**config.mk**
```make
export PLATFORM = sky130hd
export DESIGN_NAME = alu_arbiter
export DESIGN_NICKNAME = d
export VERILOG_FILES = /design/src/rtl/alu_arbiter.sv
export SDC_FILE = /design/constraint.sdc
export NUM_CORES = 1
export LEC_CHECK = 0
export CORE_UTILIZATION = 43
export CTS_BUF_LIST = sky130_fd_sc_hd__clkbuf_16
export CTS_CLUSTER_DIAMETER = 100
export DETAILED_ROUTE_END_ITERATION = 10
export GPL_ROUTABILITY_DRIVEN = 0
export PLACE_DENSITY = 0.79
export SLEW_MARGIN = 30
export SYNTH_ARGS = -nofsm -noshare
export SYNTH_HDL_FRONTEND = slang
export SYNTH_SLANG_ARGS = --single-unit
```
**constraint.sdc**
```tcl
create_clock -name clk -period 2.6 [get_ports clk]
set_clock_uncertainty 0.05 [all_clocks]
set_input_delay 0.65 -clock clk [delete_from_list [all_inputs] [get_ports clk]]
set_output_delay 0.65 -clock clk [all_outputs]
set_load 0.01 [all_outputs]
```
**src/rtl/alu_arbiter.sv**
```systemverilog
`default_nettype none
// ============================================================================
// Module   : alu_arbiter
// Purpose  : Round-robin arbiter/sequencer for the shared multi-cycle ALU.
//            Grants one of two requesters, runs the four-phase ready/complete
//            handshake, returns the result on the requester's own port with a
//            one-cycle done pulse, filters illegal codes and guards the
//            handshake with a watchdog.
// Revision : 1.0  initial release
// ============================================================================
module alu_arbiter #(
  parameter int WORD_SIZE = 16,
  parameter int TIMEOUT   = 15
) (
  input  logic                 clk,
  input  logic                 reset_n,
  input  logic                 req0,
  input  logic                 req1,
  input  logic [WORD_SIZE-1:0] a0,
  input  logic [WORD_SIZE-1:0] b0,
  input  logic [WORD_SIZE-1:0] a1,
  input  logic [WORD_SIZE-1:0] b1,
  input  logic [3:0]           code0,
  input  logic [3:0]           code1,
  output logic                 done0,
  output logic                 done1,
  output logic [WORD_SIZE-1:0] result0,
  output logic [WORD_SIZE-1:0] result1,
  output logic                 ill,
  output logic                 fault,
  output logic                 busy,
  output logic [WORD_SIZE-1:0] alu_a,
  output logic [WORD_SIZE-1:0] alu_b,
  output logic [3:0]           alu_code,
  output logic                 alu_ready,
  input  logic                 alu_complete,
  input  logic [WORD_SIZE-1:0] alu_c
);

  localparam logic [2:0] c_IDLE    = 3'd0;
  localparam logic [2:0] c_ISSUE   = 3'd1;
  localparam logic [2:0] c_WAIT_HI = 3'd2;
  localparam logic [2:0] c_DONE    = 3'd3;
  localparam logic [2:0] c_WAIT_LO = 3'd4;

  // Last counter value before the watchdog fires: gives exactly TIMEOUT cycles.
  localparam logic [7:0] c_WD_LAST = 8'(TIMEOUT - 1);
  localparam logic [3:0] c_MAX_CODE = 4'd10;

  logic [2:0]           r_state;
  logic [2:0]           w_next;
  logic                 r_last_grant;
  logic [7:0]           r_wd_cnt;
  logic                 r_ill_op;
  logic                 r_fault;
  logic                 r_alu_ready;
  logic [WORD_SIZE-1:0] r_alu_a;
  logic [WORD_SIZE-1:0] r_alu_b;
  logic [3:0]           r_alu_code;
  logic [WORD_SIZE-1:0] r_result0;
  logic [WORD_SIZE-1:0] r_result1;

  logic                 w_gnt_valid;
  logic                 w_gnt_port;
  logic [3:0]           w_gnt_code;
  logic                 w_gnt_ill;
  logic                 w_wd_expired;
  logic                 w_grant;

  // Round-robin winner selection; on a tie the port not served last wins.
  always_comb begin
    w_gnt_valid = req0 | req1;
    if (req0 && req1) begin
      w_gnt_port = ~r_last_grant;
    end else begin
      w_gnt_port = req1;
    end
    w_gnt_code   = w_gnt_port ? code1 : code0;
    w_gnt_ill    = (w_gnt_code > c_MAX_CODE);
    w_wd_expired = (r_wd_cnt == c_WD_LAST);
    w_grant      = (r_state == c_IDLE) && w_gnt_valid;
  end

  // State register.
  always_ff @(posedge clk or negedge reset_n) begin
    if (!reset_n) begin
      r_state <= c_IDLE;
    end else begin
      r_state <= w_next;
    end
  end

  // Next-state logic; complete takes priority over a simultaneous watchdog expiry.
  always_comb begin
    w_next = r_state;
    case (r_state)
      c_IDLE: begin
        if (w_gnt_valid) begin
          w_next = w_gnt_ill ? c_DONE : c_ISSUE;
        end
      end
      c_ISSUE:   w_next = c_WAIT_HI;
      c_WAIT_HI: begin
        if (alu_complete || w_wd_expired) begin
          w_next = c_DONE;
        end
      end
      c_DONE:    w_next = r_ill_op ? c_IDLE : c_WAIT_LO;
      c_WAIT_LO: begin
        if (!alu_complete || w_wd_expired) begin
          w_next = c_IDLE;
        end
      end
      default:   w_next = c_IDLE;
    endcase
  end

  // Moore outputs decoded from the state register.
  always_comb begin
    done0 = (r_state == c_DONE) && !r_last_grant;
    done1 = (r_state == c_DONE) &&  r_last_grant;
    ill   = (r_state == c_DONE) &&  r_ill_op;
    busy  = (r_state != c_IDLE);
  end

  // Grant bookkeeping and operand registers loaded when a port is granted.
  always_ff @(posedge clk or negedge reset_n) begin
    if (!reset_n) begin
      r_last_grant <= 1'b1;
      r_ill_op     <= 1'b0;
      r_alu_a      <= '0;
      r_alu_b      <= '0;
      r_alu_code   <= '0;
    end else if (w_grant) begin
      r_last_grant <= w_gnt_port;
      r_ill_op     <= w_gnt_ill;
      r_alu_a      <= w_gnt_port ? a1 : a0;
      r_alu_b      <= w_gnt_port ? b1 : b0;
      r_alu_code   <= w_gnt_code;
    end
  end

  // Handshake request is registered from the next state so it is glitch-free.
  always_ff @(posedge clk or negedge reset_n) begin
    if (!reset_n) begin
      r_alu_ready <= 1'b0;
    end else begin
      r_alu_ready <= (w_next == c_WAIT_HI);
    end
  end

  // Watchdog counter: clears on entry to each wait state, counts while staying.
  always_ff @(posedge clk or negedge reset_n) begin
    if (!reset_n) begin
      r_wd_cnt <= '0;
    end else if (((r_state == c_WAIT_HI) || (r_state == c_WAIT_LO)) && (w_next == r_state)) begin
      r_wd_cnt <= r_wd_cnt + 8'd1;
    end else begin
      r_wd_cnt <= '0;
    end
  end

  // Sticky fault on watchdog expiry in either handshake phase.
  always_ff @(posedge clk or negedge reset_n) begin
    if (!reset_n) begin
      r_fault <= 1'b0;
    end else if (w_wd_expired &&
                 (((r_state == c_WAIT_HI) && !alu_complete) ||
                  ((r_state == c_WAIT_LO) &&  alu_complete))) begin
      r_fault <= 1'b1;
    end
  end

  // Per-port result registers; only the granted port's register is written.
  always_ff @(posedge clk or negedge reset_n) begin
    if (!reset_n) begin
      r_result0 <= '0;
      r_result1 <= '0;
    end else if (w_grant && w_gnt_ill) begin
      if (w_gnt_port) r_result1 <= '0;
      else            r_result0 <= '0;
    end else if ((r_state == c_WAIT_HI) && (alu_complete || w_wd_expired)) begin
      if (r_last_grant) r_result1 <= alu_complete ? alu_c : '0;
      else              r_result0 <= alu_complete ? alu_c : '0;
    end
  end

  assign result0   = r_result0;
  assign result1   = r_result1;
  assign fault     = r_fault;
  assign alu_a     = r_alu_a;
  assign alu_b     = r_alu_b;
  assign alu_code  = r_alu_code;
  assign alu_ready = r_alu_ready;

endmodule
`default_nettype wire
```
* Word-level counts from Yosys, hierarchy flattened
Cells that the tools add are included.
Word-level totals: output and inout bits 74, logic and storage cells 68, flip-flop bits (word level) 83, input port bits 93
Cells by class: multiplexer cells 20, add/sub/neg operators 1, order comparisons 1, equal/unequal tests 10, bitwise logic cells 2, reductions and logical operators 23
Operators by type and width (count):
- 2-to-1 mux 16 bit | 11
- case mux 3 bit (5 select lines) | 1
- 2-to-1 mux 3 bit | 4
- logical AND 1 bit | 11
- equality test 3 x 2 -> 1 bit, second input constant | 3
- adder 8 x 1 -> 8 bit, second input constant | 1
- equality test 8 x 4 -> 1 bit, second input constant | 1
- 2-to-1 mux 8 bit | 1
- AND reduction 3 bit | 2
- > comparator 4 bit, second input constant | 1
- logical OR 1 bit | 4
- 2-to-1 mux 4 bit | 1
- != test 2 bit, second input constant | 2
- nonzero test 2 bit | 2
- equality test 3 x 1 -> 1 bit, second input constant | 1
- equality test 3 bit | 1
- equality test 3 bit, second input constant | 1
- zero test 3 bit | 1
- nonzero test 3 bit | 1
- zero test 1 bit | 2
- 2-to-1 mux 2 bit | 1
- != test 2 x 1 -> 1 bit, second input constant | 1
- 2-to-1 mux 1 bit | 1
- inverter 1 bit | 1
- bitwise OR 1 bit | 1

* Longest topological paths before layout
Gate-level depths: netlist of the first run.
depth in word-level cells 10, mapped depth 7, depth with buffers taken out 6

* Least setup slack after synthesis of the first run
No wires, ideal clock.
path type reg2reg, start point reg r_wd_cnt[0], end point reg r_result0[10], in the netlist result0[10], cell stages (with the launch flop) 8, path slack 491 ps, arrival 1980 ps, library setup time 79 ps, clock period less this slack 2109 ps, path buffers 1, data required time 2471 ps, path through dfrtp_1 -> inv_1 -> ha_1 -> nand4b_1 -> o41a_4 -> nor4_4 -> buf_6 -> mux2i_1
Between the ends: word-level cells in the longest chain between the ends 5
RTL lines:
- from (decl) | line 53 | logic [7:0] r_wd_cnt;
- from (signal assigned) | line 157 | r_wd_cnt <= r_wd_cnt + 8'd1;
- equality test 8 x 4 -> 1 bit | line 80 | w_wd_expired = (r_wd_cnt == c_WD_LAST);
- logical OR 1 bit | line 182 | end else if ((r_state == c_WAIT_HI) && (alu_complete || w_wd_expired)) begin
- logical AND 1 bit | line 182
- nonzero test 2 bit (no source line)
- AND reduction 3 bit (no source line)
- to (signal assigned) | line 184 | else r_result0 <= alu_complete ? alu_c : '0;
- to (decl) | line 60 | logic [WORD_SIZE-1:0] r_result0;
No other way between the ends. A chain may end at the register's enable or synchronous reset.

* Worst setup path in the final report of the first run
start point reg r_state[2], end point out done0
Between the ends: word-level cells in the longest chain between the ends 2
RTL lines:
- from (decl) | line 50 | logic [2:0] r_state;
- from (signal assigned) | line 87 | r_state <= c_IDLE;
- from (signal assigned) | line 89 | r_state <= w_next;
- equality test 3 x 2 -> 1 bit | line 120 | done0 = (r_state == c_DONE) && !r_last_grant;
- logical AND 1 bit | line 120
- to (decl) | line 25 | output logic done0,
No other way between the ends.

==> flow_summary_export.csv, run 1 <==
group,metric,value,unit
logic_synthesis,yosysMostFrequentCell,"nand2_1",
logic_synthesis,synth_top_area_cell,"dfrtp_1",
setup_path,critical_path_class,"reg2out",
setup_path,critical_path_arrival,1.78,ns
logic_synthesis,syn_inst,451,
die,initial_core_util,0.450,
power,pwr-share-seq,0.352,
outcome,violations,"DRC",
timing,period_share,0.954,
logic_synthesis,synthesis.nets,546,
timing,worst_slew_pin_slew,0.585,ns
setup_path,cp_max_fo,9,
timing,hold_viol_final,0,
timing,fin_crit,2.48,ns
logic_synthesis,ys_types,44,
logic_synthesis,ys_seq_area_frac,0.524,
global_routing,antenna_found_initial,0,
global_routing,grt_util_all_layers,0.240,
die,die_w,98.0,um
clocking,cts_hold_buf,0,
place,port_buffers,166,
setup_path,cp-start-kind,"flop",
timing,setup_violations,0,
timing,setup_tns,0,ns
clocking,clk_path_buf_depth,2,
global_routing,grt-ovfl-total,0,
clocking,root_buffer,"clkbuf_16",
global_routing,grt_pass1_wl,18400,um
logic_synthesis,synth_compound_gate_area_share,0.156,
outcome,outcome,"complete, but fails checks",
clocking,clk_latency,0.33,ns
logic_synthesis,yosys_warnings,0,
drt,drt_pass1_iterations,8,
drt,drt_iter0_drc,222,
timing,max_slew_margin,0.610,
die,coreArea,0.00881,mm^2
drt,avgRoutedWirePerCell,15.3,um
clocking,cts_sinks,83,
timing,fin_hold_ws,0.250,ns
timing,fmax,403,MHz
setup_path,worstPathRequired,1.90,ns
clocking,htreeDepth,3,
power,p_sw,0.00232,W
power,power.internal,0.00420,W
power,pwr-share-comb,0.462,
drt,vias,3769,
drt,drc,7,
hold_path,hold_path.class,"in2async",
layout,drive_gt1_frac,0.0634,
layout,nNetsFinal,705,
clocking,cts_buffers,9,
global_routing,grt_start_max_net_pins,73,
logic_synthesis,yosys.area_share.simple,0.209,
clocking,post_cts_buffers,0,
logic_synthesis,async_flop_share,1.00,
drt,ant_nets,0,
logic_synthesis,synthAdderAreaFrac,0.00631,
layout,n_antenna_cell,0,
drt,routed_wl,11100,um
logic_synthesis,muxShareOfSynthArea,0.0404,
power,switching_share,0.356,
die,rows,34,
timing,rsz0062_at_grt,"no",
timing,finalMaxSlewViolations,0,
die,die_area,0.00961,mm^2
logic_synthesis,avgSynthCellArea,8.79,um^2
drt,avgViaCountPerCell,5.21,
power,clockPowerShare,0.186,
clocking,cts_resized,0,
logic_synthesis,syn-cell-area,0.00397,mm^2
logic_synthesis,synth_common_cells,"nand2_1, dfrtp_1, nor2_1, a31oi_1, o21ai_0",
place,dp_hpwl,8140,um
layout,syn_to_final_growth,52.9,%
logic_synthesis,synthFlopType,"dfrtp_1",
logic_synthesis,synth_top_family_by_area,"simple AND/OR/NAND/NOR gates",
logic_synthesis,synth_xor_area_frac,0.0132,
power,peakVddDrop,0.521,mV
logic_synthesis,synth.top_cells.by_area,"dfrtp_1, nand2_1, a31oi_1",
clocking,clkTransAtPathRegs,0.06,ns
die,ios,167,
job,drv_cap,0,
logic_synthesis,synth_edf_count,0,
logic_synthesis,ys_ff_latch,83,
power,power_density,1080,mW/mm^2
global_routing,grt_pass1_vias,3840,
power,p_leak,2.57,nW
clocking,cts_tree,"built",
die,die_height,98.0,um
logic_synthesis,synth_top_area_frac,0.517,
setup_path,end_kind,"primary output",
critical path, stage by stage (launching register included):
cell and delay [ns]:
dfrtp_2 0.48, nor2b_1 0.19, nand2_1 0.09, nor2_1 0.14
clkdlybuf4s50_1 0.55
power groups by stage:
stage          Sequential [W]  Combinational, W  Clock (W)
2_1_floorplan         0.00243           0.00125          0
3_3_place_gp          0.00227           0.00296          0
3_5_place_dp          0.00229           0.00302          0
4_1_cts               0.00228           0.00303    0.00124
5_1_grt               0.00237           0.00329    0.00130
6_report              0.00229           0.00301    0.00121
per-layer routing:
layer / vias to the layer above / share of wire / track usage
met5: - / 0 / 0
met1: 1767 / 0.41 / 0.310
met4: 0 / 0.028 / 0.0991
met2: 134 / 0.49 / 0.389
met3: 25 / 0.068 / 0.0544
li1: 1843 / - / -
final timing paths:
kind | start | to | slack (ns) | cells after the start
max | r_state[2]$_DFF_PN0_ | done0 | 0.12 | 4
min | reset_n | result0[11]$_DFFE_PN0P_ | 0.25 | 1
max reg2reg | r_wd_cnt[0]$_DFF_PN0_ | result0[5]$_DFFE_PN0P_ | 0.49 | 7
min reg2reg | fault$_DFFE_PN0P_ | fault$_DFFE_PN0P_ | 0.42 | 1
max in group asynchronous | reset_n | r_last_grant$_DFFE_PN1P_ | 1.63 | 2
min in group clk | fault$_DFFE_PN0P_ | fault$_DFFE_PN0P_ | 0.42 | 1
per-stage QoR:
stage	instance area [um^2]	worst slack [ns]	total power, W	utilization	std cells
6_report	6060	0.120	0.00652	0.689	723
5_1_grt	6060	0.00146	0.00696	0.689	723
4_1_cts	6050	0.0428	0.00655	0.688	723
3_5_place_dp	5770	0.138	0.00531	0.655	707
3_3_place_gp	5770	0.176	0.00522	0.655	707
2_1_floorplan	3970	0.491	0.00368	-	451
area by class of cell:
class                           instances  area [um^2]
Clock inverter                          7         61.3
Multi-Input combinational cell        319         1700
Tap cell                              108          135
Clock buffer                            9          225
Timing Repair Buffer                  178         1790
Fill cell                             719         2740
Inverter                               19         71.3
Sequential cell                        83         2080
layout by cell type (no fill, tap or decap), types with 5 or more instances in the layout:
| cell type | instances |
|---|---|
| clkdlybuf4s50_1 | 165 |
| nand2_1 | 110 |
| dfrtp_1 | 80 |
| nor2_1 | 46 |
| a31oi_1 | 37 |
| o21ai_0 | 32 |
| inv_1 | 20 |
| a21oi_1 | 20 |
| nor3_1 | 16 |
| mux2i_1 | 16 |
| buf_4 | 10 |
| clkbuf_16 | 9 |
| xor2_1 | 5 |
logic make-up after synthesis:
family	after synthesis
XOR/XNOR	6
multiplexers	16
flip-flops	83
buffers and inverters	49
AND/OR/NAND/NOR	193
adder cells (fa/ha/maj)	2
AO/OA/AOI/OAI	102
state kept, by name, summed over array words and instances (netlist names):
signal	cells
r_ill_op	1
r_state	3
r_wd_cnt	8
alu_ready	1
result1	16
r_last_grant	1
alu_code	4
fault	1
alu_b	16
alu_a	16
result0	16
Power figures use the tool's default switching activity.
==> run 2: changes to the inputs <==
--- a/config.mk
+++ b/config.mk
@@ -5,8 +5,9 @@
 export SDC_FILE = /design/constraint.sdc
 export NUM_CORES = 1
 export LEC_CHECK = 0
+export CORE_ASPECT_RATIO = 1.2
+export CORE_MARGIN = 3
 export CORE_UTILIZATION = 43
-export CTS_BUF_LIST = sky130_fd_sc_hd__clkbuf_16
 export CTS_CLUSTER_DIAMETER = 100
 export DETAILED_ROUTE_END_ITERATION = 10
 export GPL_ROUTABILITY_DRIVEN = 0
==> flow_summary_export.csv, run 2 (same netlist as run 1, synthesis figures left out) <==
group,metric,value,unit
clocking,htreeDepth,3,
clocking,post_cts_buffers,0,
drt,drt_pass1_iterations,4,
clocking,clk_latency,0.35,ns
die,ios,167,
timing,setup_tns,0,ns
layout,layout_common_cells,"clkdlybuf4s50_1, nand2_1, dfrtp_1, nor2_1, a31oi_1",
setup_path,slowest_stage,"dfrtp_1",
drt,routed_wl,11100,um
setup_path,path_cells,"nor3_4 > inv_1 > clkdlybuf4s50_1",
global_routing,grt_pass1_vias,3855,
timing,rsz0062_at_grt,"no",
die,die_area,0.0104,mm^2
timing,fin_hold_ws,0.221,ns
drt,avgViaCountPerCell,5.12,
clocking,cts_sinks,83,
layout,syn_to_final_growth,50.8,%
clocking,root_buffer,"clkbuf_8",
setup_path,worstPathRequired,1.90,ns
place,dpl_cell_area,0.00576,mm^2
global_routing,antenna_found_initial,0,
drt,vias,3739,
die,coreArea,0.00880,mm^2
global_routing,grt_start_max_net_pins,73,
timing,max_slew_margin,0.599,
layout,layout_commonest_cell,"clkdlybuf4s50_1",
power,p_leak,2.52,nW
setup_path,r2r-start,"r_wd_cnt[0]$_DFF_PN0_",
clocking,cts_buffers,9,
layout,fillers,738,
job,drv_cap,0,
clocking,cts_hold_buf,0,
die,initial_core_util,0.451,
timing,finalMaxSlewViolations,0,
layout,n_antenna_cell,0,
layout,final_cell_area,0.00598,mm^2
setup_path,r2r_slack,0.48,ns
setup_path,end_kind,"primary output",
clocking,cts_tree,"built",
global_routing,grt_pass1_wl,18500,um
clocking,clkTransAtPathRegs,0.08,ns
drt,drc,0,
drt,ant_nets,0,
setup_path,timing.critical_path.buf_inv,2,
timing,worst_slew_pin_slew,0.602,ns
setup_path,cp_max_fo,10,
layout,drive_gt1_frac,0.0636,
setup_path,critical_path_class,"reg2out",
setup_path,critical_path_arrival,1.78,ns
timing,fin_crit,2.48,ns
setup_path,regToRegEndpoint,"result0[15]$_DFFE_PN0P_",
setup_path,cpPeakStageDelay,0.52,ns
power,peakVddDrop,0.498,mV
place,dp_hpwl,8260,um
place,port_buffers,166,
setup_path,cp_top_family,"buffers and inverters",
layout,register_area,0.00208,mm^2
outcome,outcome,"complete, no violations",
timing,hold_viol_final,0,
die,die_height,111,um
timing,period_share,0.954,
layout,nNetsFinal,703,
power,power_density,1050,mW/mm^2
setup_path,cp-start-kind,"flop",
timing,fmax,403,MHz
drt,drt_iter0_drc,182,
clocking,clk_path_buf_depth,2,
layout,multi_input_area,0.00171,mm^2
die,rows,37,
die,die_w,93.7,um
drt,avgRoutedWirePerCell,15.2,um
timing,setup_violations,0,
hold_path,hold_path.class,"in2async",
global_routing,grt-ovfl-total,0,
global_routing,grt_util_all_layers,0.222,
setup_path,reg2regPathDepth,7,
[run 2: worst max-delay path by stage]
stage	startpoint	endpoint	slack, ns	cells after the start
finish	r_state[0]$_DFF_PN0_	busy	0.12	3
global route	r_state[1]$_DFF_PN0_	done0	0.009	4
CTS	r_state[2]$_DFF_PN0_	done0	0.02	4
detailed placement	alu_complete	r_wd_cnt[1]$_DFF_PN0_	0.10	5
global placement	alu_complete	r_wd_cnt[5]$_DFF_PN0_	0.17	5
floorplan	r_wd_cnt[0]$_DFF_PN0_	result0[10]$_DFFE_PN0P_	0.49	7
[run 2: layout make-up]
class / count / share of cell area
inverters: 19 / 0.0119
flip-flops and latches: 83 / 0.348
clock buffers: 12 / 0.0259
well taps: 117 / 0.0245
multi-input cells: 319 / 0.285
repair buffers: 176 / 0.296
clock inverters: 4 / 0.00816
[run 2: metal layers]
metal  wire length [um]  vias to the layer above  GRT usage
met3               1140                       18     0.0862
li1                   -                     1841          -
met4                255                        0     0.0800
met1               4500                     1725      0.270
met5                  0                        -          0
met2               5220                      155      0.357
[run 2: power by group]
group / total [W] / leakage [nW] / internal, W / switching, W
clock: 0.000950 / 0.106 / 0.000496 / 0.000454
sequential: 0.00229 / 1.01 / 0.00187 / 0.000414
combinational: 0.00302 / 1.40 / 0.00159 / 0.00143
total: 0.00625 / 2.52 / 0.00396 / 0.00230
[run 2: worst register-to-register path: cells and delay by family (launching register included)]
family	cells	cell delay, ns
adders and majority gates	1	0.14
and+or+nand+nor	2	0.42
DFF	1	0.43
buffers and inverters	2	0.28
muxes	1	0.23
AOI/OAI and AO/OA	1	0.49
[run 2: timing repair]
action                                  4_1_cts  5_1_grt
pin swaps                                     0        0
gates resized for setup                       2        2
endpoints found under the setup margin        1        4
[run 2: stage by stage]
stage          instances  power [W]  utilization  setup WS, ns
2_1_floorplan        451    0.00368            -         0.491
3_3_place_gp         714    0.00523        0.655         0.167
3_5_place_dp         714    0.00533        0.655         0.100
4_1_cts              730    0.00632        0.679        0.0199
5_1_grt              730    0.00673        0.680       0.00888
6_report             730    0.00625        0.680         0.119
==> run 3: changes to the inputs <==
--- a/config.mk
+++ b/config.mk
@@ -7,11 +7,11 @@
 export LEC_CHECK = 0
 export CORE_ASPECT_RATIO = 1.2
 export CORE_MARGIN = 3
-export CORE_UTILIZATION = 43
+export CORE_UTILIZATION = 39
 export CTS_CLUSTER_DIAMETER = 100
 export DETAILED_ROUTE_END_ITERATION = 10
 export GPL_ROUTABILITY_DRIVEN = 0
-export PLACE_DENSITY = 0.79
+export PLACE_DENSITY = 0.75
 export SLEW_MARGIN = 30
 export SYNTH_ARGS = -nofsm -noshare
 export SYNTH_HDL_FRONTEND = slang
==> constraint.sdc (replaced) <==
create_clock -name clk -period 2.03 [get_ports clk]
set_clock_uncertainty 0.05 [all_clocks]
set_input_delay 0.5075 -clock clk [delete_from_list [all_inputs] [get_ports clk]]
set_output_delay 0.5075 -clock clk [all_outputs]
set_load 0.01 [all_outputs]
==> flow_summary_export.csv, run 3 (same netlist as run 1, synthesis figures left out) <==
group,metric,value,unit
outcome,outcome,"complete, no violations",
job,drv_cap,0,
layout,syn_to_final_growth,60.5,%
power,clockPowerShare,0.201,
setup_path,path_cells,"inv_2 > ha_4 > nand4b_1 > o41a_4 > nor4_4 > buf_4 > clkbuf_16 > mux2i_1",
setup_path,critical_path_arrival,2.18,ns
die,die_height,116,um
drt,ant_nets,0,
drt,maxUsedRoutingLayer,"met4",
die,initial_core_util,0.408,
setup_path,worstPathRequired,2.23,ns
clocking,clkTransAtPathRegs,0.06,ns
layout,register_area,0.00208,mm^2
setup_path,cp_max_fo,8,
power,p_leak,2.74,nW
global_routing,antenna_found_initial,0,
drt,routed_wl,11600,um
place,dp_hpwl,8820,um
setup_path,critical_path_class,"reg2reg",
layout,multi_input_area,0.00173,mm^2
place,dp_slack,-0.260,ns
layout,fillers,750,
timing,setup_violations,0,
power,power.total,0.00901,W
clocking,cts_buffers,9,
timing,worst_slew_pin_slew,0.484,ns
die,coreArea,0.00971,mm^2
setup_path,end_kind,"flop",
timing,finalMaxSlewViolations,0,
clocking,cts_sinks,83,
global_routing,grt-ovfl-total,0,
die,rows,39,
timing,rsz0062_at_grt,"yes",
drt,vias,3846,
power,switching_share,0.342,
place,port_buffers,166,
global_routing,grt_pass1_wl,18100,um
die,die_w,98.1,um
timing,max_slew_margin,0.675,
drt,drt_iter0_drc,141,
timing,fmax,506,MHz
setup_path,cpPeakStageDelay,0.42,ns
die,die_area,0.0114,mm^2
power,power_density,1420,mW/mm^2
layout,layout_common_cells,"clkdlybuf4s50_1, nand2_1, dfrtp_1, nor2_1, a31oi_1",
clocking,clk_latency,0.33,ns
clocking,clk_path_buf_depth,2,
layout,final_core_util,0.656,
timing,setup_tns,0,ns
power,peakVddDrop,0.647,mV
global_routing,grt_pass1_vias,3822,
layout,nNetsFinal,729,
drt,drc,0,
drt,avgViaCountPerCell,5.05,
drt,drt_pass1_iterations,4,
clocking,root_buffer,"clkbuf_16",
timing,hold_viol_final,0,
timing,fin_ws,0.0549,ns
timing,fin_crit,1.98,ns
hold_path,hold_path.class,"in2async",
power,pwr-share-comb,0.477,
clocking,htreeDepth,3,
setup_path,cp-start-kind,"flop",
power,power.internal,0.00593,W
drt,avgRoutedWirePerCell,15.3,um
power,p_sw,0.00308,W
layout,drive_gt1_frac,0.103,
global_routing,grt_start_max_net_pins,40,
die,ios,167,
power,pwr-share-seq,0.321,
layout,n_antenna_cell,0,
clocking,cts_tree,"built",
global_routing,grt_util_all_layers,0.199,
drt,met3_length,1010,um
drt,met1Wirelength,4620,um
timing,period_share,0.973,
timing,fin_hold_ws,0.0286,ns
drt,wl_met2,5740,um
setup_path,slowest_stage,"o41a_4",
layout,layout_commonest_cell,"clkdlybuf4s50_1",
[run 3: cell count changes in the layout (fill, tap and decap cells not counted), moves of 2 or more]
cell / change
buf_4: +23
clkbuf_8: -11
clkbuf_16: +10
clkdlybuf4s50_1: -4
dlygate4sd2_1: +3
buf_12: +2
bufinv_16: +2
[run 3: area by class of cell]
class | instances | area share
clock buffers | 10 | 0.0360
clock inverters | 5 | 0.0161
inverters | 19 | 0.0112
multi-input cells | 319 | 0.271
flip-flops and latches | 83 | 0.327
well taps | 123 | 0.0242
repair buffers | 202 | 0.315
[run 3: per-stage QoR]
| stage | cells | instance area, um^2 |
|---|---|---|
| after floorplan | 451 | 3970 |
| after global placement | 739 | 5940 |
| after detailed placement | 739 | 5940 |
| after CTS | 755 | 6280 |
| after global routing | 761 | 6370 |
| final | 761 | 6370 |
[run 3: critical path: cells and delay by family, from the launching register on]
family / cells / cell delay, ns
AO/OA/AOI/OAI: 1 / 0.42
adder cells (fa/ha/maj): 1 / 0.12
buffers and inverters: 3 / 0.44
flip-flops: 1 / 0.39
multiplexers: 1 / 0.19
AND/OR/NAND/NOR: 2 / 0.30
[run 3: worst paths after layout]
| kind | from | to | slack [ns] | cells past startpoint |
|---|---|---|---|---|
| setup / recovery | r_wd_cnt[0]$_DFF_PN0_ | result0[8]$_DFFE_PN0P_ | 0.05 | 8 |
| hold / removal | reset_n | alu_a[7]$_DFFE_PN0P_ | 0.03 | 1 |
| setup reg to reg | r_wd_cnt[0]$_DFF_PN0_ | result0[8]$_DFFE_PN0P_ | 0.05 | 8 |
| hold reg to reg | fault$_DFFE_PN0P_ | fault$_DFFE_PN0P_ | 0.42 | 1 |
| max in group asynchronous | reset_n | alu_code[2]$_DFFE_PN0P_ | 1.30 | 2 |
| min in group clk | fault$_DFFE_PN0P_ | fault$_DFFE_PN0P_ | 0.42 | 1 |
[run 3: timing repair]
item / 4_1_cts / 5_1_grt
buffers inserted: 1 / 5
pin swaps: 1 / 1
hold buffers: 0 / 0
cloned: 0 / 1
endpoints found under the setup margin: 4 / 25
resized for setup: 7 / 6
[run 3: routing by layer]
| metal | vias up | track usage |
|---|---|---|
| met5 | - | 0 |
| met4 | 0 | 0.0702 |
| met3 | 19 | 0.0771 |
| met2 | 137 | 0.347 |
| met1 | 1803 | 0.224 |
| li1 | 1887 | - |
[run 3: power by group through the flow]
stage	clock [W]	combinational, W	sequential (W)
after floorplan	0	0.00160	0.00312
after global placement	0	0.00408	0.00287
after detailed placement	0	0.00418	0.00291
after CTS	0.00186	0.00421	0.00290
after global routing	0.00192	0.00469	0.00299
final	0.00181	0.00430	0.00290
